[src/rtl/sraml_arbiter_pkg.sv]
// sraml_pkg: master IDs and access-size encodings shared by the arbiter, its ID FIFO and benches
package sraml_pkg;
  localparam logic ID_INST = 1'b0;
  localparam logic ID_DATA = 1'b1;
  localparam logic [1:0] SIZE_BYTE = 2'b00;
  localparam logic [1:0] SIZE_HALF = 2'b01;
  localparam logic [1:0] SIZE_WORD = 2'b10;
endpackage

[src/rtl/sraml_arbiter_if.sv]
// sraml_if: sram-like bus; master drives req/wr/size/addr/wdata, slave returns addr_ok/data_ok/rdata
interface sraml_if;
  logic        req;
  logic        wr;
  logic [1:0]  size;
  logic [31:0] addr;
  logic [31:0] wdata;
  logic        addr_ok;
  logic        data_ok;
  logic [31:0] rdata;
  modport master (output req, wr, size, addr, wdata, input addr_ok, data_ok, rdata);
  modport slave (input req, wr, size, addr, wdata, output addr_ok, data_ok, rdata);
endinterface

[src/rtl/sraml_id_fifo.sv]
// sraml_id_fifo: 1-bit owner-ID FIFO, DEPTH deep; ports clk, rst (async low), i_push/i_din, i_pop, o_head/o_empty/o_full
module sraml_id_fifo #(
  parameter int DEPTH = 2
) (
  input  logic clk,
  input  logic rst,
  input  logic i_push,
  input  logic i_din,
  input  logic i_pop,
  output logic o_head,
  output logic o_empty,
  output logic o_full
);
  localparam int AW = DEPTH > 1 ? $clog2(DEPTH) : 1;
  localparam int CW = $clog2(DEPTH + 1);
  logic [DEPTH-1:0] r_mem;
  logic [AW-1:0] r_rd_ptr, r_wr_ptr;
  logic [CW-1:0] r_count;
  logic w_push, w_pop;
  function automatic logic [AW-1:0] nxt(input logic [AW-1:0] p);
    return (p == AW'(DEPTH - 1)) ? '0 : p + AW'(1);
  endfunction
  always_comb begin
    o_empty = r_count == '0;
    o_full  = r_count == CW'(DEPTH);
    o_head  = r_mem[r_rd_ptr];
    w_push  = i_push & ~o_full;
    w_pop   = i_pop & ~o_empty;
  end
  always_ff @(posedge clk or negedge rst)
    if (!rst) begin
      r_mem    <= '0;
      r_rd_ptr <= '0;
      r_wr_ptr <= '0;
      r_count  <= '0;
    end else begin
      if (w_push) begin
        r_mem[r_wr_ptr] <= i_din;
        r_wr_ptr        <= nxt(r_wr_ptr);
      end
      if (w_pop) r_rd_ptr <= nxt(r_rd_ptr);
      r_count <= r_count + CW'(w_push) - CW'(w_pop);
    end
endmodule

[src/rtl/sraml_arbiter.sv]
// sraml_arbiter: round-robin share of one sram-like slave between inst and data masters; ports clk, rst (async low), inst/data (slave modports), s (master modport)
module sraml_arbiter
  import sraml_pkg::*;
#(
  parameter int MAX_OUTSTANDING = 2
) (
  input  logic     clk,
  input  logic     rst,
  sraml_if.slave   inst,
  sraml_if.slave   data,
  sraml_if.master  s
);
  logic r_last_grant, r_lock_valid, r_lock_id;
  logic w_sel, w_sel_req, w_accept, w_pop, w_head, w_empty, w_full;
  sraml_id_fifo #(.DEPTH(MAX_OUTSTANDING)) u_id_fifo (
    .clk     (clk),
    .rst     (rst),
    .i_push  (w_accept),
    .i_din   (w_sel),
    .i_pop   (w_pop),
    .o_head  (w_head),
    .o_empty (w_empty),
    .o_full  (w_full)
  );
  always_comb begin
    w_sel         = r_lock_valid ? r_lock_id : (inst.req & data.req) ? ~r_last_grant : data.req;
    w_sel_req     = w_sel ? data.req : inst.req;
    s.req         = rst & w_sel_req & ~w_full;
    s.wr          = w_sel ? data.wr : inst.wr;
    s.size        = w_sel ? data.size : inst.size;
    s.addr        = w_sel ? data.addr : inst.addr;
    s.wdata       = w_sel ? data.wdata : inst.wdata;
    w_accept      = s.req & s.addr_ok;
    w_pop         = rst & s.data_ok & ~w_empty;
    inst.addr_ok  = w_accept & (w_sel == ID_INST);
    data.addr_ok  = w_accept & (w_sel == ID_DATA);
    inst.data_ok  = w_pop & (w_head == ID_INST);
    data.data_ok  = w_pop & (w_head == ID_DATA);
    inst.rdata    = s.rdata;
    data.rdata    = s.rdata;
  end
  always_ff @(posedge clk or negedge rst)
    if (!rst) begin
      r_last_grant <= ID_DATA;
      r_lock_valid <= 1'b0;
      r_lock_id    <= ID_INST;
    end else if (w_accept) begin
      r_last_grant <= w_sel;
      r_lock_valid <= 1'b0;
    end else if (s.req) begin
      r_lock_valid <= 1'b1;
      r_lock_id    <= w_sel;
    end else if (r_lock_valid & ~w_sel_req & ~w_full)
      r_lock_valid <= 1'b0;
endmodule

[src/flat_wrapper.sv]
// flat-port wrapper written by rule: the top's interface ports become plain ports
module sraml_arbiter_flat import sraml_pkg::*;
#(
  parameter int MAX_OUTSTANDING = 2
)
  (clk, rst, inst_req, inst_wr, inst_size, inst_addr, inst_wdata, inst_addr_ok, inst_data_ok, inst_rdata, data_req, data_wr, data_size, data_addr, data_wdata, data_addr_ok, data_data_ok, data_rdata, s_req, s_wr, s_size, s_addr, s_wdata, s_addr_ok, s_data_ok, s_rdata);
  sraml_if inst_i ();
  sraml_if data_i ();
  sraml_if s_i ();
  input  logic clk;
  input  logic rst;
  input wire logic [$bits(inst_i.req)-1:0] inst_req;
  input wire logic [$bits(inst_i.wr)-1:0] inst_wr;
  input wire logic [$bits(inst_i.size)-1:0] inst_size;
  input wire logic [$bits(inst_i.addr)-1:0] inst_addr;
  input wire logic [$bits(inst_i.wdata)-1:0] inst_wdata;
  output wire logic [$bits(inst_i.addr_ok)-1:0] inst_addr_ok;
  output wire logic [$bits(inst_i.data_ok)-1:0] inst_data_ok;
  output wire logic [$bits(inst_i.rdata)-1:0] inst_rdata;
  input wire logic [$bits(data_i.req)-1:0] data_req;
  input wire logic [$bits(data_i.wr)-1:0] data_wr;
  input wire logic [$bits(data_i.size)-1:0] data_size;
  input wire logic [$bits(data_i.addr)-1:0] data_addr;
  input wire logic [$bits(data_i.wdata)-1:0] data_wdata;
  output wire logic [$bits(data_i.addr_ok)-1:0] data_addr_ok;
  output wire logic [$bits(data_i.data_ok)-1:0] data_data_ok;
  output wire logic [$bits(data_i.rdata)-1:0] data_rdata;
  output wire logic [$bits(s_i.req)-1:0] s_req;
  output wire logic [$bits(s_i.wr)-1:0] s_wr;
  output wire logic [$bits(s_i.size)-1:0] s_size;
  output wire logic [$bits(s_i.addr)-1:0] s_addr;
  output wire logic [$bits(s_i.wdata)-1:0] s_wdata;
  input wire logic [$bits(s_i.addr_ok)-1:0] s_addr_ok;
  input wire logic [$bits(s_i.data_ok)-1:0] s_data_ok;
  input wire logic [$bits(s_i.rdata)-1:0] s_rdata;
  assign inst_i.req = inst_req;
  assign inst_i.wr = inst_wr;
  assign inst_i.size = inst_size;
  assign inst_i.addr = inst_addr;
  assign inst_i.wdata = inst_wdata;
  assign inst_addr_ok = inst_i.addr_ok;
  assign inst_data_ok = inst_i.data_ok;
  assign inst_rdata = inst_i.rdata;
  assign data_i.req = data_req;
  assign data_i.wr = data_wr;
  assign data_i.size = data_size;
  assign data_i.addr = data_addr;
  assign data_i.wdata = data_wdata;
  assign data_addr_ok = data_i.addr_ok;
  assign data_data_ok = data_i.data_ok;
  assign data_rdata = data_i.rdata;
  assign s_req = s_i.req;
  assign s_wr = s_i.wr;
  assign s_size = s_i.size;
  assign s_addr = s_i.addr;
  assign s_wdata = s_i.wdata;
  assign s_i.addr_ok = s_addr_ok;
  assign s_i.data_ok = s_data_ok;
  assign s_i.rdata = s_rdata;
  sraml_arbiter #(.MAX_OUTSTANDING(MAX_OUTSTANDING)) u_core (.clk(clk), .rst(rst), .inst(inst_i), .data(data_i), .s(s_i));
endmodule
[config.mk]
export PLATFORM = sky130hd
export DESIGN_NAME = sraml_arbiter_flat
export DESIGN_NICKNAME = d
export VERILOG_FILES = /design/src/rtl/sraml_arbiter_pkg.sv /design/src/rtl/sraml_arbiter_if.sv /design/src/rtl/sraml_id_fifo.sv /design/src/rtl/sraml_arbiter.sv /design/src/flat_wrapper.sv
export SDC_FILE = /design/constraint.sdc
export NUM_CORES = 1
export LEC_CHECK = 0
export ABC_AREA = 0
export ABC_CLOCK_PERIOD_IN_PS = 2100
export BUFFER_PORTS_ARGS = -buffer_cell sky130_fd_sc_hd__buf_2
export CAP_MARGIN = 20
export CORE_AREA = 2 2 118 120
export CTS_CLUSTER_SIZE = 40
export DETAILED_ROUTE_END_ITERATION = 7
export DIE_AREA = 0 0 120 122
export SYNTH_ARGS = -nofsm -noshare
export SYNTH_HDL_FRONTEND = slang
export SYNTH_HIERARCHICAL = 1
export SYNTH_SLANG_ARGS = --single-unit
[constraint.sdc]
create_clock -name clk -period 2.1 [get_ports clk]
set_clock_uncertainty 0.05 [all_clocks]
set_input_delay 0.21 -clock clk [delete_from_list [all_inputs] [get_ports clk]]
set_output_delay 0.21 -clock clk [all_outputs]
set_load 0.02 [all_outputs]
==> results.md, run 1 <==
* CP Cell Sequence: dlygate4sd3_1, buf_4, nand2b_4, nor4b_4, nand2_1, ha_1, inv_1, ha_2, xnor2_2, xnor2_1
* Inserted Diodes at 0
* Vias in the first global route at 1,988
* Initial antenna violation count at 0
* CORE AREA at 0.0135 mm2
* Synthesis Warnings at 6
* Minimum clock period at 2.06 ns
* Remaining DRCs at 0
* Final wirelength at 7480 um
* Commonest cells after routing, fill and taps aside: 194 x buf_2, 66 x mux2_4, 22 x buf_6
* Status: completed
* CTS sink cnt at 9
* Worst-path clk slew at 0.04 ns
* Vias per Instance at 3.70
* Routability Congestion at 0.699
* Syn Inst Count at 186
* CP Data Arrival Time at 2.13 ns
* Final WS setup at 0.0356 ns
* DR pass1 iterations at 3
* Hold wc startpoint: s_addr_ok
* Crit-path max FO at 3
* Input/output buffers at 211
* CTS max path bufs at 2
* Synth unique cells at 30
* Crit path required time at 2.17 ns
* Area after DPL at 0.00293 mm2
* Pre-CTS setup slack at 0.0655 ns
* Mapped Nets at 360
* Largest net degree at the start of global routing at 19
* Worst setup SP type: primary input
* Design Area, Final at 0.00327 mm2
* First-pass GRT wire length at 10,200 um
* HP Class: in -> reg
* # fillers at 1,490
* Area occupied by multi-input gates at 0.00136 mm2
* DIE AREA at 0.0146 mm2
* Die H at 122 um
* Slew at the pin with the worst max-slew slack at 0.313 ns
* Most common cell after layout, fill and taps aside: buf_2
* Syn Std Cell Area at 0.00217 mm2
* DP Wirelength at 6150 um
* Leakage at 1.81 nW
* Post-synthesis sequential area ratio at 0.104
* Final nets at 526
* Layout area overhead at 50.5%
* Die Wd at 120 um
* Rel. slew slack at 0.789
* Period utilisation layout at 0.983
* CTS tree: built
* Classification of the worst setup path: in -> reg
* VDD IR max at 0.419 mV
* GRT overflow at 0
* Share of cells above drive strength 1 at 0.909
* Hold Slack at 0.282 ns
* Setup Viol. Count Final at 0
* PwrDens at 1050 mW/mm2
* CTS root buf: clkbuf_16
* CP max stage delay at 0.53 ns
* Max Slew Vio Count at 0
* Clk_lat worst skew at 0.23 ns
* CTS H-tree depth at 1
* Maxcap violations at 0
* Row count at 43
* DRT iter0 DRCs at 39
* Total track usage at 0.0893
* Crit end category: flip-flop
* CTS Buf Count at 3
* Drt wl/cell at 14.1 um
* Post-route ant nets at 0
* Synthesized flop and latch total at 9
* Syn Area/Cell at 11.7 um2
* Top-Level Pins at 308
* Via Count at 1,963
* Reg area at 229 um2
* Fmax achieved at 0.484 GHz
* RSZ-0062 raised after global routing: yes
* Crit path launch: rst
* Initial Util at 0.161
* Fin. Hold Viols at 0
* Reg2reg start: u_core/u_id_fifo/r_count[1]
* Slowest-stage cell, CP: dlygate4sd3_1
==> critical path, delay by kind of cell <==
family	cells	cell delay [ns]
adders and majority gates	2	0.48
and+or+nand+nor	3	0.47
buffers and inverters	3	0.70
xor gates and xnor gates	2	0.26
==> power breakdown <==
| part | internal (mW) | switching [mW] |
|---|---|---|
| clock network | 0.251 | 0.0836 |
| registers | 0.270 | 0.0840 |
| logic | 1.46 | 1.27 |
| total | 1.98 | 1.43 |
==> registers in the layout, summed over array words and instances, names as in the netlist <==
name and flops:
u_core/u_id_fifo/r_rd_ptr 1, u_core/u_id_fifo/r_wr_ptr 1, u_core/r_lock_id 1, u_core/u_id_fifo/r_mem 2, u_core/u_id_fifo/r_count 2, u_core/r_lock_valid 1
u_core/r_last_grant 1
==> synthesized netlist by cell type <==
| cell | number | area share |
|---|---|---|
| a21o_1 | 2 | 0.0069 |
| nor2_1 | 2 | 0.0035 |
| nor2b_2 | 1 | 0.0040 |
| buf_8 | 1 | 0.0069 |
| nor3_1 | 2 | 0.0046 |
| inv_1 | 3 | 0.0052 |
| nand2b_1 | 2 | 0.0058 |
| nand3_1 | 1 | 0.0023 |
| dfstp_2 | 1 | 0.012 |
| mux2i_1 | 1 | 0.0046 |
| nor4_2 | 1 | 0.0058 |
| dfrtp_1 | 8 | 0.092 |
| nand3b_1 | 1 | 0.0035 |
| xor2_1 | 1 | 0.0040 |
| xnor2_1 | 3 | 0.012 |
| ha_1 | 2 | 0.012 |
| nand2b_2 | 1 | 0.0040 |
| mux2_1 | 4 | 0.021 |
| mux2_2 | 2 | 0.010 |
| mux2_4 | 66 | 0.46 |
| and3_2 | 1 | 0.0035 |
| buf_12 | 7 | 0.065 |
| buf_4 | 64 | 0.22 |
| o21bai_1 | 1 | 0.0035 |
| a211oi_1 | 1 | 0.0035 |
| nor2b_1 | 1 | 0.0029 |
| a21oi_2 | 1 | 0.0040 |
| and2_1 | 2 | 0.0058 |
| nand2_1 | 2 | 0.0035 |
| nor4b_4 | 1 | 0.011 |
==> stage by stage <==
stage	power [mW]	utilization	std cells	setup TNS, ns
floorplan	2.42	-	186	0
global placement	2.73	0.217	515	0
detailed placement	2.75	0.217	515	0
CTS	3.21	0.229	525	0
global route	3.63	0.242	531	-0.0359
finish	3.42	0.242	531	0
==> metal layers <==
layer	GRT usage	share of wire	up-vias
met1	0.106	0.38	874
met4	0.0169	0.0053	0
met3	0.0478	0.14	4
li1	-	-	909
met5	0	0	-
met2	0.144	0.47	176
==> cell type report <==
class	count	area share
inverter	3	0.00345
tap	180	0.0689
clock inverter	1	0.00153
clock buffer	3	0.0230
timing repair buffer	232	0.418
multi-input combinational	103	0.415
sequential	9	0.0701
==> repair_timing <==
item	CTS	global route
setup buffers	4	6
resized for setup	7	43
cloned	1	0
hold buffers	1	0
pin swaps	1	5
endpoints found under the hold margin	8	0
endpoints found under the setup margin	59	29
==> path summary, 6_finish.rpt <==
check	end	cells after the start	slack (ns)
worst max-delay path	u_core/u_id_fifo/r_count[1]	10	0.04
worst min-delay path	u_core/r_lock_valid	3	0.28
worst max register to register	u_core/u_id_fifo/r_count[1]	10	0.04
worst min register to register	u_core/u_id_fifo/r_rd_ptr	1	0.42
max in group asynchronous	u_core/r_last_grant	3	1.34
min in group asynchronous	u_core/u_id_fifo/r_rd_ptr	3	0.44
==> cell families (layout without fill, tap and decap cells) <==
family | after synthesis | after routing | synth area share
simple gates | 18 | 18 | 0.0599
mux | 73 | 73 | 0.492
buf+inv | 75 | 239 | 0.298
xor+xnor | 4 | 4 | 0.0161
fa+ha+maj | 2 | 2 | 0.0115
compound gates | 5 | 6 | 0.0179
flops | 9 | 9 | 0.104
Note: power is estimated with default switching activity, not from simulation.
==> run 2: changes to the inputs <==
Settings changed: CORE_AREA 2 2 118 120 to 2 2 120 122, CTS_BUF_LIST set to sky130_fd_sc_hd__clkbuf_8, DIE_AREA 0 0 120 122 to 0 0 122 124.
==> run 2 against run 1 <==
- the flow now finishes with violations (setup timing)
- cell count fell by 0.38%
- largest cell class unchanged
- fmax is 2.3% lower
- critical path depth fell by 4
- clock power is 41% lower
- highest routed layer unchanged
- register-to-register slack worse by 0.05 ns
==> results.md, run 2 (synthesis gave the netlist of run 1 again) <==
* DP Cell Count at 511 (-0.78%)
* CORE AREA at 0.0137 mm2 (+1.6%)
* Remaining DRCs at 0 (unchanged)
* Initial Util at 0.158 (-0.00252)
* RSZ-0062 raised after global routing: yes
* Failing checks: setup timing
* Total track usage at 0.0975 (+0.00828)
* Crit path required time at 1.84 ns (-0.33 ns)
* Setup Viol. Count Final at 10 (+10)
* Rel. slew slack at 0.790 (about the same)
* Vias per Instance at 3.72 (+0.68%)
* Layout Cells excl Fill at 529 (-0.38%)
* PwrDens at 1060 mW/mm2 (+1.4%)
* Share of cells above drive strength 1 at 0.894 (-0.0148)
* Die Wd at 122 um (+1.7%)
* Largest net degree at the start of global routing at 17 (-2)
* CTS H-tree depth at 1 (unchanged)
* Max Slew Vio Count at 0 (unchanged)
* Drt wl/cell at 16.6 um (+17%)
* Vias in the first global route at 1,866 (-6.1%)
* Fin. Hold Viols at 0 (unchanged)
* Pre-CTS setup slack at 0.0425 ns (-0.0230 ns)
* Slew at the pin with the worst max-slew slack at 0.312 ns (-0.00108 ns)
* Area occupied by multi-input gates at 0.00133 mm2 (-1.8%)
* DIE AREA at 0.0151 mm2 (+3.3%)
* Top-Level Pins at 308 (unchanged)
* Hold Slack at 0.271 ns (-0.0111 ns)
* HP Class: in -> reg
* Final WS setup at -0.0130 ns (-0.0486 ns)
* Worst-path clk slew at 0.05 ns (about the same)
* Inserted Diodes at 0 (unchanged)
* CTS tree: built
* CTS root buf: clkbuf_8
* Final wirelength at 8760 um (+17%)
* Final nets at 524 (-0.38%)
* Classification of the worst setup path: reg -> out
* Layout area overhead at 59.8%
* GRT overflow at 0 (unchanged)
* Util after Layout at 0.253 (+0.0110)
* Routability Congestion at 0.707 (+1.2%)
* Commonest cells after routing, fill and taps aside: 160 x buf_2, 66 x mux2_4, 50 x buf_6
* Row count at 43 (unchanged)
* First-pass GRT wire length at 11,000 um (+7.4%)
* DRT iter0 DRCs at 72 (+85%)
* Reg area at 226 um2 (-1.1%)
* CTS max path bufs at 2 (unchanged)
* Via Count at 1,969 (+0.31%)
* Maxcap violations at 0 (unchanged)
* DR pass1 iterations at 4 (+1)
* Design Area, Final at 0.00347 mm2 (+6.2%)
* Crit end category: output pin
* DP Wirelength at 6710 um (+9.1%)
* Clk_lat worst skew at 0.23 ns (about the same)
* Setup TNS at -0.0735 ns (-0.0735 ns)
* CP Data Arrival Time at 1.85 ns (-0.28 ns)
* Most common cell after layout, fill and taps aside: buf_2
* Final Power at 3.68 mW (+7.7%)
* Post-route ant nets at 0 (unchanged)
* Input/output buffers at 211 (unchanged)
* Area after DPL at 0.00290 mm2 (-1.0%)
* Largest registers: u_core/u_id_fifo/r_count x2, u_core/u_id_fifo/r_mem x2
* Minimum clock period at 2.11 ns (+0.0486 ns)
* # fillers at 1,473 (-1.1%)
* CTS sink cnt at 9 (unchanged)
* Status: complete, but fails checks
* VDD IR max at 0.387 mV (-7.8%)
* Die H at 124 um (+1.6%)
* Period utilisation layout at 1.01 (+0.0232)
* Initial antenna violation count at 0 (unchanged)
* CTS Buf Count at 3 (unchanged)
* Worst setup SP type: flip-flop
* Fmax achieved at 0.473 GHz (-2.3%)
* Leakage at 1.89 nW (+4.2%)
* Crit-path max FO at 8 (+5)
==> run 2: cell types whose count changed in the layout (fill, tap and decap cells not counted), sizes merged <==
cell / before / now
clkbuf: 3 / 5
inv: 3 / 4
buf: 231 / 228
clkinv: 1 / 0
a21o: 3 / 2
==> run 2: worst max-delay path, cell delays in order, from the launching register on <==
cell      delay (ns)
dfstp_2         0.54
a211oi_2        0.07
a21o_4          0.27
buf_12          0.16
buf_16          0.14
mux2_4          0.30
buf_6           0.13
==> run 2: metal layers <==
layer | GRT usage | part of all wire | up-vias
met2 | 0.150 | 0.45 | 177
met5 | 0 | 0 | -
li1 | - | - | 901
met1 | 0.126 | 0.40 | 889
met4 | 0.0108 | 0.0024 | 0
met3 | 0.0495 | 0.15 | 2
==> run 2: timing repair <==
item | CTS | global route
resized for setup | 64 | 47
buffers inserted | 7 | 4
hold endpoints to repair | 8 | 0
hold buffers | 1 | 0
endpoints found under the setup margin | 64 | 68
pin swaps | 0 | 3
gates cloned | 3 | 1
==> run 2: final timing paths <==
kind	start	endpoint	slack [ns]	depth (start not counted)
setup / recovery	u_core/r_last_grant	s_wdata[26]	-0.01	6
hold / removal	s_addr_ok	u_core/r_lock_valid	0.27	3
setup reg to reg	u_core/u_id_fifo/r_count[1]	u_core/u_id_fifo/r_count[1]	-0.01	10
hold reg to reg	u_core/u_id_fifo/r_mem[1]	u_core/u_id_fifo/r_mem[1]	0.43	1
max in group asynchronous	rst	u_core/r_last_grant	1.20	3
min in group asynchronous	rst	u_core/u_id_fifo/r_count[0]	0.36	2
==> run 2: report_power, final <==
group          total (mW)  internal, mW  switching [mW]
registers           0.335         0.267          0.0686
clock network       0.197         0.127          0.0697
logic                3.15          1.75            1.40
total                3.68          2.14            1.54
==> run 2: cell type report <==
| type | instances | area share |
|---|---|---|
| multi-input cells | 102 | 0.383 |
| clock inverters | 1 | 0.00108 |
| inverters | 3 | 0.00325 |
| flip-flops and latches | 9 | 0.0653 |
| repair buffers | 231 | 0.470 |
| clock buffers | 3 | 0.0119 |
| well taps | 180 | 0.0649 |
==> run 3: changes to the inputs <==
Settings changed: PLACE_DENSITY set to 0.47.
==> run 3 against run 2 <==
- the run now ends clean
- worst hold slack improved by 0.0015 ns
- highest routed layer unchanged
- non-clock buffer count shrank 3
- critical path depth increased by 4
- cell count decreased by 0.57%
==> results.md, run 3 (synthesis gave the netlist of run 1 again) <==
* Crit end category: flip-flop
* Status: completed
* CTS tree: built
* Final wirelength at 7810 um (-11%)
* Row count at 43 (unchanged)
* Inserted Diodes at 0 (unchanged)
* CP Data Arrival Time at 2.16 ns (+0.31 ns)
* Via Count at 1,959 (-0.51%)
* Crit path required time at 2.16 ns (+0.32 ns)
* Most common cell after layout, fill and taps aside: buf_2
* Minimum clock period at 2.09 ns (-0.0190 ns)
* Max Slew Vio Count at 0 (unchanged)
* Routability Congestion at 0.771 (+9.0%)
* Initial Util at 0.158 (unchanged)
* Drt wl/cell at 14.8 um (-10%)
* Final Power at 3.45 mW (-6.2%)
* Input/output buffers at 211 (unchanged)
* Fmax achieved at 0.478 GHz (+0.91%)
* Die H at 124 um (unchanged)
* Crit-path max FO at 3 (-5)
* Worst-path clk slew at 0.05 ns (about the same)
* First-pass GRT wire length at 9970 um (-9.2%)
* Slew at the pin with the worst max-slew slack at 0.304 ns (-0.00837 ns)
* DR pass1 iterations at 4 (unchanged)
* Hold EP: u_core/r_lock_valid
* Clk_lat worst skew at 0.23 ns (about the same)
* Largest registers: u_core/u_id_fifo/r_count x2, u_core/u_id_fifo/r_mem x2
* Register-to-register setup slack at 0.006 ns (+0.02 ns)
* Maxcap violations at 0 (unchanged)
* Hold wc startpoint: s_addr_ok
* Remaining DRCs at 0 (unchanged)
* Setup TNS at 0 ns (+0.0735 ns)
* DRT iter0 DRCs at 39 (-46%)
* Worst r2r dst: u_core/u_id_fifo/r_count[1]
* CTS max path bufs at 2 (unchanged)
* CORE AREA at 0.0137 mm2 (unchanged)
* CTS root buf: clkbuf_8
* HP Class: in -> reg
* Post-route ant nets at 0 (unchanged)
* CTS H-tree depth at 1 (unchanged)
* CTS sink cnt at 9 (unchanged)
* Largest net degree at the start of global routing at 32 (+15)
* Worst setup SP type: flip-flop
* Util after Layout at 0.245 (-0.00821)
* DP Wirelength at 6070 um (-9.6%)
* Fin. Hold Viols at 0 (unchanged)
* GRT overflow at 0 (unchanged)
* Reg2reg start: u_core/r_lock_valid
* Hold Crit Depth at 3 (unchanged)
* Initial antenna violation count at 0 (unchanged)
* VDD IR max at 0.509 mV (+32%)
* Worst Reg-to-Reg Cells at 10 (unchanged)
* RSZ-0062 raised after global routing: yes
* Die Wd at 122 um (unchanged)
* Layout area overhead at 54.6%
* Leakage at 1.84 nW (-2.4%)
* Total track usage at 0.0840 (-0.0135)
* Period utilisation layout at 0.997 (-0.00906)
* Final nets at 521 (-0.57%)
* Setup Viol. Count Final at 0 (-10)
* Vias in the first global route at 1,874 (+0.43%)
* PwrDens at 1030 mW/mm2 (-3.0%)
* Layout Cells excl Fill at 526 (-0.57%)
* Rel. slew slack at 0.796 (+0.00563)
* DP Cell Count at 510 (-0.20%)
* Top-Level Pins at 308 (unchanged)
* # fillers at 1,483 (+0.68%)
* Share of cells above drive strength 1 at 0.896 (+0.00197)
* Classification of the worst setup path: reg -> reg
* Commonest cells after routing, fill and taps aside: 171 x buf_2, 66 x mux2_4, 40 x buf_6
* CTS Buf Count at 3 (unchanged)
* Vias per Instance at 3.72 (about the same)
* DIE AREA at 0.0151 mm2 (unchanged)
[run 3: cell count changes in the layout (fill, tap and decap cells not counted), sizes merged]
cell	previous run	this run
buf	228	224
clkbuf	5	6
[run 3: per-layer routing]
metal	GRT usage	up-vias	share of wire
li1	-	900	-
met1	0.108	912	0.42
met2	0.139	145	0.46
met3	0.0316	2	0.12
met4	0.00934	0	0.0013
met5	0	-	0
[run 3: through the flow]
step	cell area, um2	hold slack, ns	setup slack [ns]
CTS	3180	0.273	-0.0358
detailed placement	2890	-0.00244	0.0774
global route	3360	0.286	-0.0891
finish	3360	0.273	0.00605
floorplan	2180	-0.136	0.0514
global placement	2890	-0.00538	0.108
[run 3: worst max-delay path by stage]
stage                                      startpoint                     endpoint  slack [ns]  depth (start not counted)
final                             u_core/r_lock_valid  u_core/u_id_fifo/r_count[1]       0.006                         10
after global routing      u_core/u_id_fifo/r_count[1]  u_core/u_id_fifo/r_count[1]       -0.09                         10
after CTS                         u_core/r_last_grant                  s_wdata[26]       -0.04                          6
after detailed placement  u_core/u_id_fifo/r_count[1]  u_core/u_id_fifo/r_count[1]        0.08                         10
after global placement            u_core/r_lock_valid  u_core/u_id_fifo/r_count[1]        0.11                          8
after floorplan                   u_core/r_lock_valid  u_core/u_id_fifo/r_count[1]        0.05                          8
[run 3: area by class of cell]
class / instances / area [um2] / share of cell area
repair buffers: 228 / 1520 / 0.452
multi-input cells: 102 / 1330 / 0.397
flip-flops and latches: 9 / 226 / 0.0675
well taps: 180 / 225 / 0.0671
clock buffers: 3 / 41.3 / 0.0123
inverters: 3 / 11.3 / 0.00335
clock inverters: 1 / 3.75 / 0.00112
[run 3: timing repair]
| item | CTS | global route |
|---|---|---|
| setup buffers | 5 | 4 |
| endpoints found under the setup margin | 66 | 68 |
| resized for setup | 43 | 44 |
| pin swaps | 1 | 2 |
| gates cloned | 1 | 3 |
| hold endpoints to repair | 8 | 0 |
| hold buffers | 1 | 0 |
[run 3: critical path, cell delays in order, from the launching register on]
cell and delay (ns):
dfrtp_1 0.40, buf_4 0.15, nand2b_1 0.09, a21oi_2 0.11
nor4b_4 0.32, nand2_2 0.10, ha_1 0.28, inv_1 0.04
ha_1 0.19, xnor2_1 0.13, xnor2_1 0.12
[run 3: power by group]
group          total (mW)  internal (mW)  switching, mW
combinational        2.92           1.58           1.34
clock               0.201          0.128         0.0731
sequential          0.336          0.267         0.0694
